**src/rtl/ex_mult_hilo_pkg.sv**
```systemverilog
// Shared definitions for the EX-stage multiply unit and the ID control decoder.
//   - mult_state_t : FSM state encoding of ex_mult_hilo
//   - DEFAULT_WIDTH: default operand width (HI and LO are each this wide)
//   - FUNCT_*      : R-type funct codes for MULT/MULTU and the HI/LO moves
package ex_mult_hilo_pkg;

  typedef enum logic [1:0] {
    IDLE   = 2'd0,
    RUN    = 2'd1,
    FINISH = 2'd2
  } mult_state_t;

  localparam int DEFAULT_WIDTH = 32;

  localparam logic [5:0] FUNCT_MFHI  = 6'h10;
  localparam logic [5:0] FUNCT_MTHI  = 6'h11;
  localparam logic [5:0] FUNCT_MFLO  = 6'h12;
  localparam logic [5:0] FUNCT_MTLO  = 6'h13;
  localparam logic [5:0] FUNCT_MULT  = 6'h18;
  localparam logic [5:0] FUNCT_MULTU = 6'h19;

endpackage

```
**src/rtl/ex_mult_shift_add.sv**
```systemverilog
// Radix-2 shift-add datapath: unsigned multiplicand/multiplier registers,
// a 2*WIDTH accumulator and an iteration counter.
//   clk, reset : clock and synchronous active-high reset
//   load       : capture mcand_in/mplier_in, clear accumulator and counter
//   step       : one iteration (add shifted multiplicand if multiplier lsb set)
//   acc        : running unsigned product
//   last       : the current step is the final one (counter == WIDTH-1)
module ex_mult_shift_add #(
  parameter int WIDTH = 32,
  parameter int CNT_W = 6
) (
  input  logic               clk,
  input  logic               reset,
  input  logic               load,
  input  logic               step,
  input  logic [WIDTH-1:0]   mcand_in,
  input  logic [WIDTH-1:0]   mplier_in,
  output logic [2*WIDTH-1:0] acc,
  output logic               last
);

  logic [WIDTH-1:0] mcand;
  logic [WIDTH-1:0] mplier;
  logic [CNT_W-1:0] cnt;

  assign last = (cnt == CNT_W'(WIDTH - 1));

  // NOTE: sequential state uses non-blocking assignments so every register
  // samples the pre-edge value of its neighbours, independent of statement order.
  always_ff @(posedge clk) begin
    if (reset) begin
      mcand  <= '0;
      mplier <= '0;
      acc    <= '0;
      cnt    <= '0;
    end else if (load) begin
      mcand  <= mcand_in;
      mplier <= mplier_in;
      acc    <= '0;
      cnt    <= '0;
    end else if (step) begin
      // The multiplicand stays put; its weight comes from the counter.
      if (mplier[0]) begin
        acc <= acc + ({{WIDTH{1'b0}}, mcand} << cnt);
      end
      mplier <= mplier >> 1;
      cnt    <= cnt + 1'b1;
    end
  end

endmodule

```
**src/rtl/ex_mult_hilo.sv**
```systemverilog
// EX-stage iterative multiplier with architectural HI/LO registers.
//   Clk, Reset      : clock and synchronous active-high reset
//   Start_EX        : MULT/MULTU request, accepted only in IDLE
//   Signed_EX       : 1 = MULT (two's complement), 0 = MULTU
//   Read_Data_1_EX  : multiplicand; also MTHI/MTLO source
//   Read_Data_2_EX  : multiplier
//   MTHI_EX/MTLO_EX : move Read_Data_1_EX into HI/LO (IDLE only)
//   HI_EX/LO_EX     : HI/LO register outputs
//   Busy_EX         : product in flight, stalls ID
//   Done_EX         : one-cycle pulse when HI/LO first show the product
// Accept edge E0, WIDTH RUN steps, FINISH writes HI/LO: result visible after 33 edges.
module ex_mult_hilo
  import ex_mult_hilo_pkg::*;
#(
  parameter int WIDTH = DEFAULT_WIDTH,
  parameter int CNT_W = 6             // 2**CNT_W must exceed WIDTH
) (
  input  logic             Clk,
  input  logic             Reset,
  input  logic             Start_EX,
  input  logic             Signed_EX,
  input  logic [WIDTH-1:0] Read_Data_1_EX,
  input  logic [WIDTH-1:0] Read_Data_2_EX,
  input  logic             MTHI_EX,
  input  logic             MTLO_EX,
  output logic [WIDTH-1:0] HI_EX,
  output logic [WIDTH-1:0] LO_EX,
  output logic             Busy_EX,
  output logic             Done_EX
);

  mult_state_t        state, next_state;
  logic               load, step, last;
  logic               neg;
  logic [2*WIDTH-1:0] acc;
  logic [2*WIDTH-1:0] product;

  // Two's complement magnitude; the most negative value maps to itself and
  // is then read as unsigned, so it needs no special case.
  function automatic logic [WIDTH-1:0] magnitude(input logic [WIDTH-1:0] v,
                                                 input logic             is_signed);
    return (is_signed && v[WIDTH-1]) ? -v : v;
  endfunction

  ex_mult_shift_add #(
    .WIDTH (WIDTH),
    .CNT_W (CNT_W)
  ) u_shift_add (
    .clk       (Clk),
    .reset     (Reset),
    .load      (load),
    .step      (step),
    .mcand_in  (magnitude(Read_Data_1_EX, Signed_EX)),
    .mplier_in (magnitude(Read_Data_2_EX, Signed_EX)),
    .acc       (acc),
    .last      (last)
  );

  assign product = neg ? -acc : acc;

  // NOTE: every signal driven here gets a default first, so no path through
  // the case leaves one unassigned and no latch is inferred.
  always_comb begin
    next_state = state;
    load       = 1'b0;
    step       = 1'b0;
    case (state)
      IDLE: begin
        if (Start_EX) begin
          load       = 1'b1;
          next_state = RUN;
        end
      end
      RUN: begin
        step = 1'b1;
        if (last) next_state = FINISH;
      end
      FINISH:  next_state = IDLE;
      default: next_state = IDLE;
    endcase
  end

  always_ff @(posedge Clk) begin
    if (Reset) begin
      state   <= IDLE;
      HI_EX   <= '0;
      LO_EX   <= '0;
      Busy_EX <= 1'b0;
      Done_EX <= 1'b0;
      neg     <= 1'b0;
    end else begin
      state   <= next_state;
      Done_EX <= 1'b0;
      case (state)
        IDLE: begin
          // A move in the same cycle as Start is kept until FINISH overwrites it.
          if (MTHI_EX) HI_EX <= Read_Data_1_EX;
          if (MTLO_EX) LO_EX <= Read_Data_1_EX;
          if (Start_EX) begin
            Busy_EX <= 1'b1;
            neg     <= Signed_EX & (Read_Data_1_EX[WIDTH-1] ^ Read_Data_2_EX[WIDTH-1]);
          end
        end
        FINISH: begin
          {HI_EX, LO_EX} <= product;
          Busy_EX        <= 1'b0;
          Done_EX        <= 1'b1;
        end
        default: ;  // RUN: moves and new starts are dropped
      endcase
    end
  end

endmodule

```
**config.mk**
```make
export PLATFORM = sky130hd
export DESIGN_NAME = ex_mult_hilo
export DESIGN_NICKNAME = d
export VERILOG_FILES = /design/src/rtl/ex_mult_hilo_pkg.sv /design/src/rtl/ex_mult_shift_add.sv /design/src/rtl/ex_mult_hilo.sv
export SDC_FILE = /design/constraint.sdc
export NUM_CORES = 1
export LEC_CHECK = 0
export BUFFER_PORTS_ARGS = -buffer_cell sky130_fd_sc_hd__buf_2
export CORE_MARGIN = 3
export CORE_UTILIZATION = 40
export DETAILED_ROUTE_END_ITERATION = 10
export GPL_TIMING_DRIVEN = 0
export PLACE_DENSITY = 0.63
export SYNTH_ARGS = -nofsm -noshare
export SYNTH_HDL_FRONTEND = slang
export SYNTH_HIERARCHICAL = 1
export SYNTH_SLANG_ARGS = --single-unit
```
**constraint.sdc**
```tcl
create_clock -name Clk -period 5.1 [get_ports Clk]
set_input_delay 1.02 -clock Clk [delete_from_list [all_inputs] [get_ports Clk]]
set_output_delay 1.02 -clock Clk [all_outputs]
set_load 0.01 [all_outputs]
```
==> results by group <==
Worst setup path
  – CP Launch Type: flip-flop
  – Max incr delay on CP: roughly 0.6 ns
  – Worst setup startpoint: u_shift_add/cnt[1]
  – Critical path peak fanout: 7
  – Worst R2R Setup Slack: around 0.12 ns
  – Arrival time worst endpoint: roughly 5.4 ns
  – Worst path required time: around 5.5 ns
  – R2r endpoint: u_shift_add/acc[58]
  – CP cell instances: buf_4 -> mux4_2 -> mux2_2 -> o21ai_0 -> o21a_1 -> nor2_1 -> ha_1 -> a21o_1 -> a21o_1 -> a21oi_1 -> o21ai_0 -> a221oi_2 -> o21ai_2 -> a311o_1 -> a21oi_4 -> xor2_1 -> o21ai_1
  – CP Class: flip-flop to flip-flop
  – Critical Path End Type: flip-flop
  – Reg2reg start: u_shift_add/cnt[1]
  – Slowest stage cell, crit path: mux4_2
  – Worst reg-to-reg path cell count: 17

STA
  – Final setup viols: 0
  – Setup TNS: 0 ns
  – Final period util: roughly 100%
  – Rel. slew slack: roughly a third
  – Worst Max-Slew Pin Slew: 0.986 ns
  – Setup ws final: roughly 0.12 ns
  – Fin Clk Skew: roughly 0.025 ns
  – Min Tclk post-route: roughly 5.0 ns
  – Max Slew Vio Count: 0
  – F_max: roughly 0.2 GHz
  – Final Hold Violating Endpoints: 0

CTS
  – Hold_buf cts: 0
  – Num CTS Buffers: 27
  – Worst-Skew Late Latency: ~0.6 ns
  – CTS tree: yes
  – CTS max path bufs: 3
  – Clock transition at the registers of the reported paths: ~0.06 ns
  – H-tree depth: 1
  – Clock sink count: ~200
  – Root Buffer: clkbuf_16

Pwr
  – Cell Pwr Density: around 230 nW/um^2
  – Leakage: a little under 8 nW
  – VDD IR-drop max: approximately 320 uV

Job
  – Maxcap violations: 0

Drt
  – DRC Markers: 0
  – Post-route ant nets: 0
  – Routed WL: around 71 mm
  – DR pass1 iterations: 6
  – WL/cell: 23.7 um
  – Via count: between 15,000 and 20,000
  – Via/cell ratio: approximately 6.3
  – Initial drt markers: 1,904

Place
  – Pre-CTS WS: -0.739 ns
  – Gpl congestion: slightly above 1
  – Placed insts: a little under 3,000
  – Port Buffers: roughly 130
  – DP HPWL: around 57 mm
  – Placed cell area: around 18,000 um^2

Global route
  – Largest net degree at the start of global routing: 15
  – First-pass GRT wire length: approximately 110 mm
  – GRT Util Overall: between 30% and 40%
  – Vias in the first global route: between 15,000 and 20,000
  – Grt total ovfl: 0
  – Initial antenna violation count: 2

Cells and area
  – Cell Count, Final, Fillers Out: approximately 3,000
  – Area added between synthesis and finish: 14.8%
  – Antenna cells: 0
  – Finished layout cell area: about 20,000 um^2
  – Layout cells sized above 1: 14.0%
  – Final #Nets: around 2,600

Min path
  – Hold Crit Class: flip-flop to flip-flop
  – Hold_sp: LO_EX[26]
  – Worst Hold Depth: 2
  – Hold Path Sink: LO_EX[26]

Floorplan
  – # IOs: 136
  – Initial Util: between 40% and 50%
  – Vert. Die Dim: roughly 210 um
  – Core area: 42,000 um^2
  – Die span in x: about 210 um
  – Die area: 45,200 um^2
  – Std-Cell Rows: between 70 and 80

Logic synthesis
  – Mapped cell area: about 17,000 um^2
  – Synth top cells by count: nand2_1, nor2_1, a21oi_1, dfxtp_1, o21ai_0
  – Cell variety after synth: 90
  – Register area share after synthesis: a little under a quarter
  – Yosys top cell area share: a little under a quarter
  – Area leader, netlist: dfxtp_1
  – Most used DFF post-synth: dfxtp_1
  – Mapped Cells: approximately 2,300
  – Dominant cells by area after synthesis: dfxtp_1, mux2i_1, a21oi_1
  – EDFF count, synth: 0
  – Synthesized area per cell: 7.46 um^2
  – Top-count cell post-synth: nand2_1
  – Warnings from Yosys: 6
  – Syn nets: ~2,400
  – Number of synthesized register bits: about 200
  – Ys async rst share: 0%

Run status
  – Status: complete, no violations
## cells by family after synthesis
| group | count (synthesis) | share of synthesized area [%] |
|---|---|---|
| XOR/XNOR | 148 | 7.60 |
| buffers and inverters | 192 | 4.42 |
| AO/OA/AOI/OAI | 657 | 24.6 |
| flip-flops | 203 | 23.8 |
| multiplexers | 153 | 10.7 |
| AND/OR/NAND/NOR | 866 | 23.8 |
| adder cells (fa/ha/maj) | 68 | 5.03 |
## cell usage in the layout (no fill, tap or decap), types with 13 or more instances in the layout
| cell | n |
|---|---|
| o41ai_1 | 20 |
| o31ai_1 | 26 |
| o21ai_1 | 17 |
| clkbuf_16 | 27 |
| nor3_1 | 40 |
| a211oi_1 | 18 |
| nand2_1 | 277 |
| clkbuf_1 | 110 |
| nor2b_1 | 23 |
| mux2_2 | 16 |
| a21oi_2 | 13 |
| mux2i_1 | 106 |
| o21ai_0 | 123 |
| nand4_1 | 33 |
| a21oi_1 | 215 |
| nand3_1 | 47 |
| mux4_2 | 22 |
| nor4_1 | 25 |
| or3_1 | 30 |
| nand2b_1 | 18 |
| buf_2 | 142 |
| dfxtp_1 | 203 |
| a211o_1 | 14 |
| o21bai_1 | 18 |
| nor2_1 | 274 |
| or4_1 | 22 |
| buf_1 | 15 |
| ha_1 | 60 |
| xnor2_1 | 80 |
| inv_1 | 32 |
| o22ai_1 | 20 |
| xor2_1 | 68 |
| a21o_1 | 43 |
## sequential cells by signal, indices dropped and copies added (netlist names)
signal              cells
u_shift_add/acc        64
HI_EX                  32
LO_EX                  32
u_shift_add/mcand      32
u_shift_add/mplier     32
u_shift_add/cnt         6
state                   2
Busy_EX                 1
Done_EX                 1
neg                     1
## layout make-up
class	instances	area, um^2
Sequential cell	203	4060
Fill cell	4248	22500
Clock inverter	16	154
Clock buffer	34	732
Buffer	147	626
Multi-Input combinational cell	1892	12400
Tap cell	539	674
Inverter	33	124
Timing Repair Buffer	145	766
## timing repair
action,4_1_cts,5_1_grt
pin swaps,2,5
buffers inserted,3,8
endpoints found under the setup margin,31,26
resized for setup,33,57
## worst max-delay path, delay by kind of cell (launching register included)
kind	cells	cell delay [ns]
buffers and inverters	1	0.18
DFF	1	0.33
xor gates and xnor gates	1	0.16
adders and majority gates	1	0.45
muxes	2	0.96
and+or+nand+nor	1	0.11
AOI/OAI and AO/OA	11	2.63
## through the flow
step / util [%] / hold slack, ns / power [mW]
after floorplan: - / 0.469 / 2.32
after detailed placement: 43.8 / 0.450 / 2.65
after global routing: 46.6 / 0.481 / 4.76
after global placement: 43.8 / 0.445 / 2.64
final: 46.6 / 0.454 / 4.59
after CTS: 46.1 / 0.460 / 4.58
## worst max path at each step
stage | to | slack (ns)
2_1_floorplan | u_shift_add/acc[58] | 0.66
3_3_place_gp | u_shift_add/acc[63] | -0.77
3_5_place_dp | u_shift_add/acc[63] | -0.74
4_1_cts | u_shift_add/acc[58] | 0.0004
5_1_grt | u_shift_add/acc[63] | -0.04
6_report | u_shift_add/acc[58] | 0.12
## layer usage
layer	track usage, %	part of all wire (%)
met4	13.5	4.9
met2	49.6	46
met1	39.2	40
met5	0	0.018
met3	5.65	9.4
## report_power, final
part / total (mW) / internal [mW] / switching [mW] / leakage [nW]
Clock: 1.93 / 1.12 / 0.804 / 0.441
Combinational: 0.931 / 0.344 / 0.587 / 5.77
Sequential: 1.73 / 1.67 / 0.0676 / 1.66
Note: power is estimated with default switching activity, not from simulation.
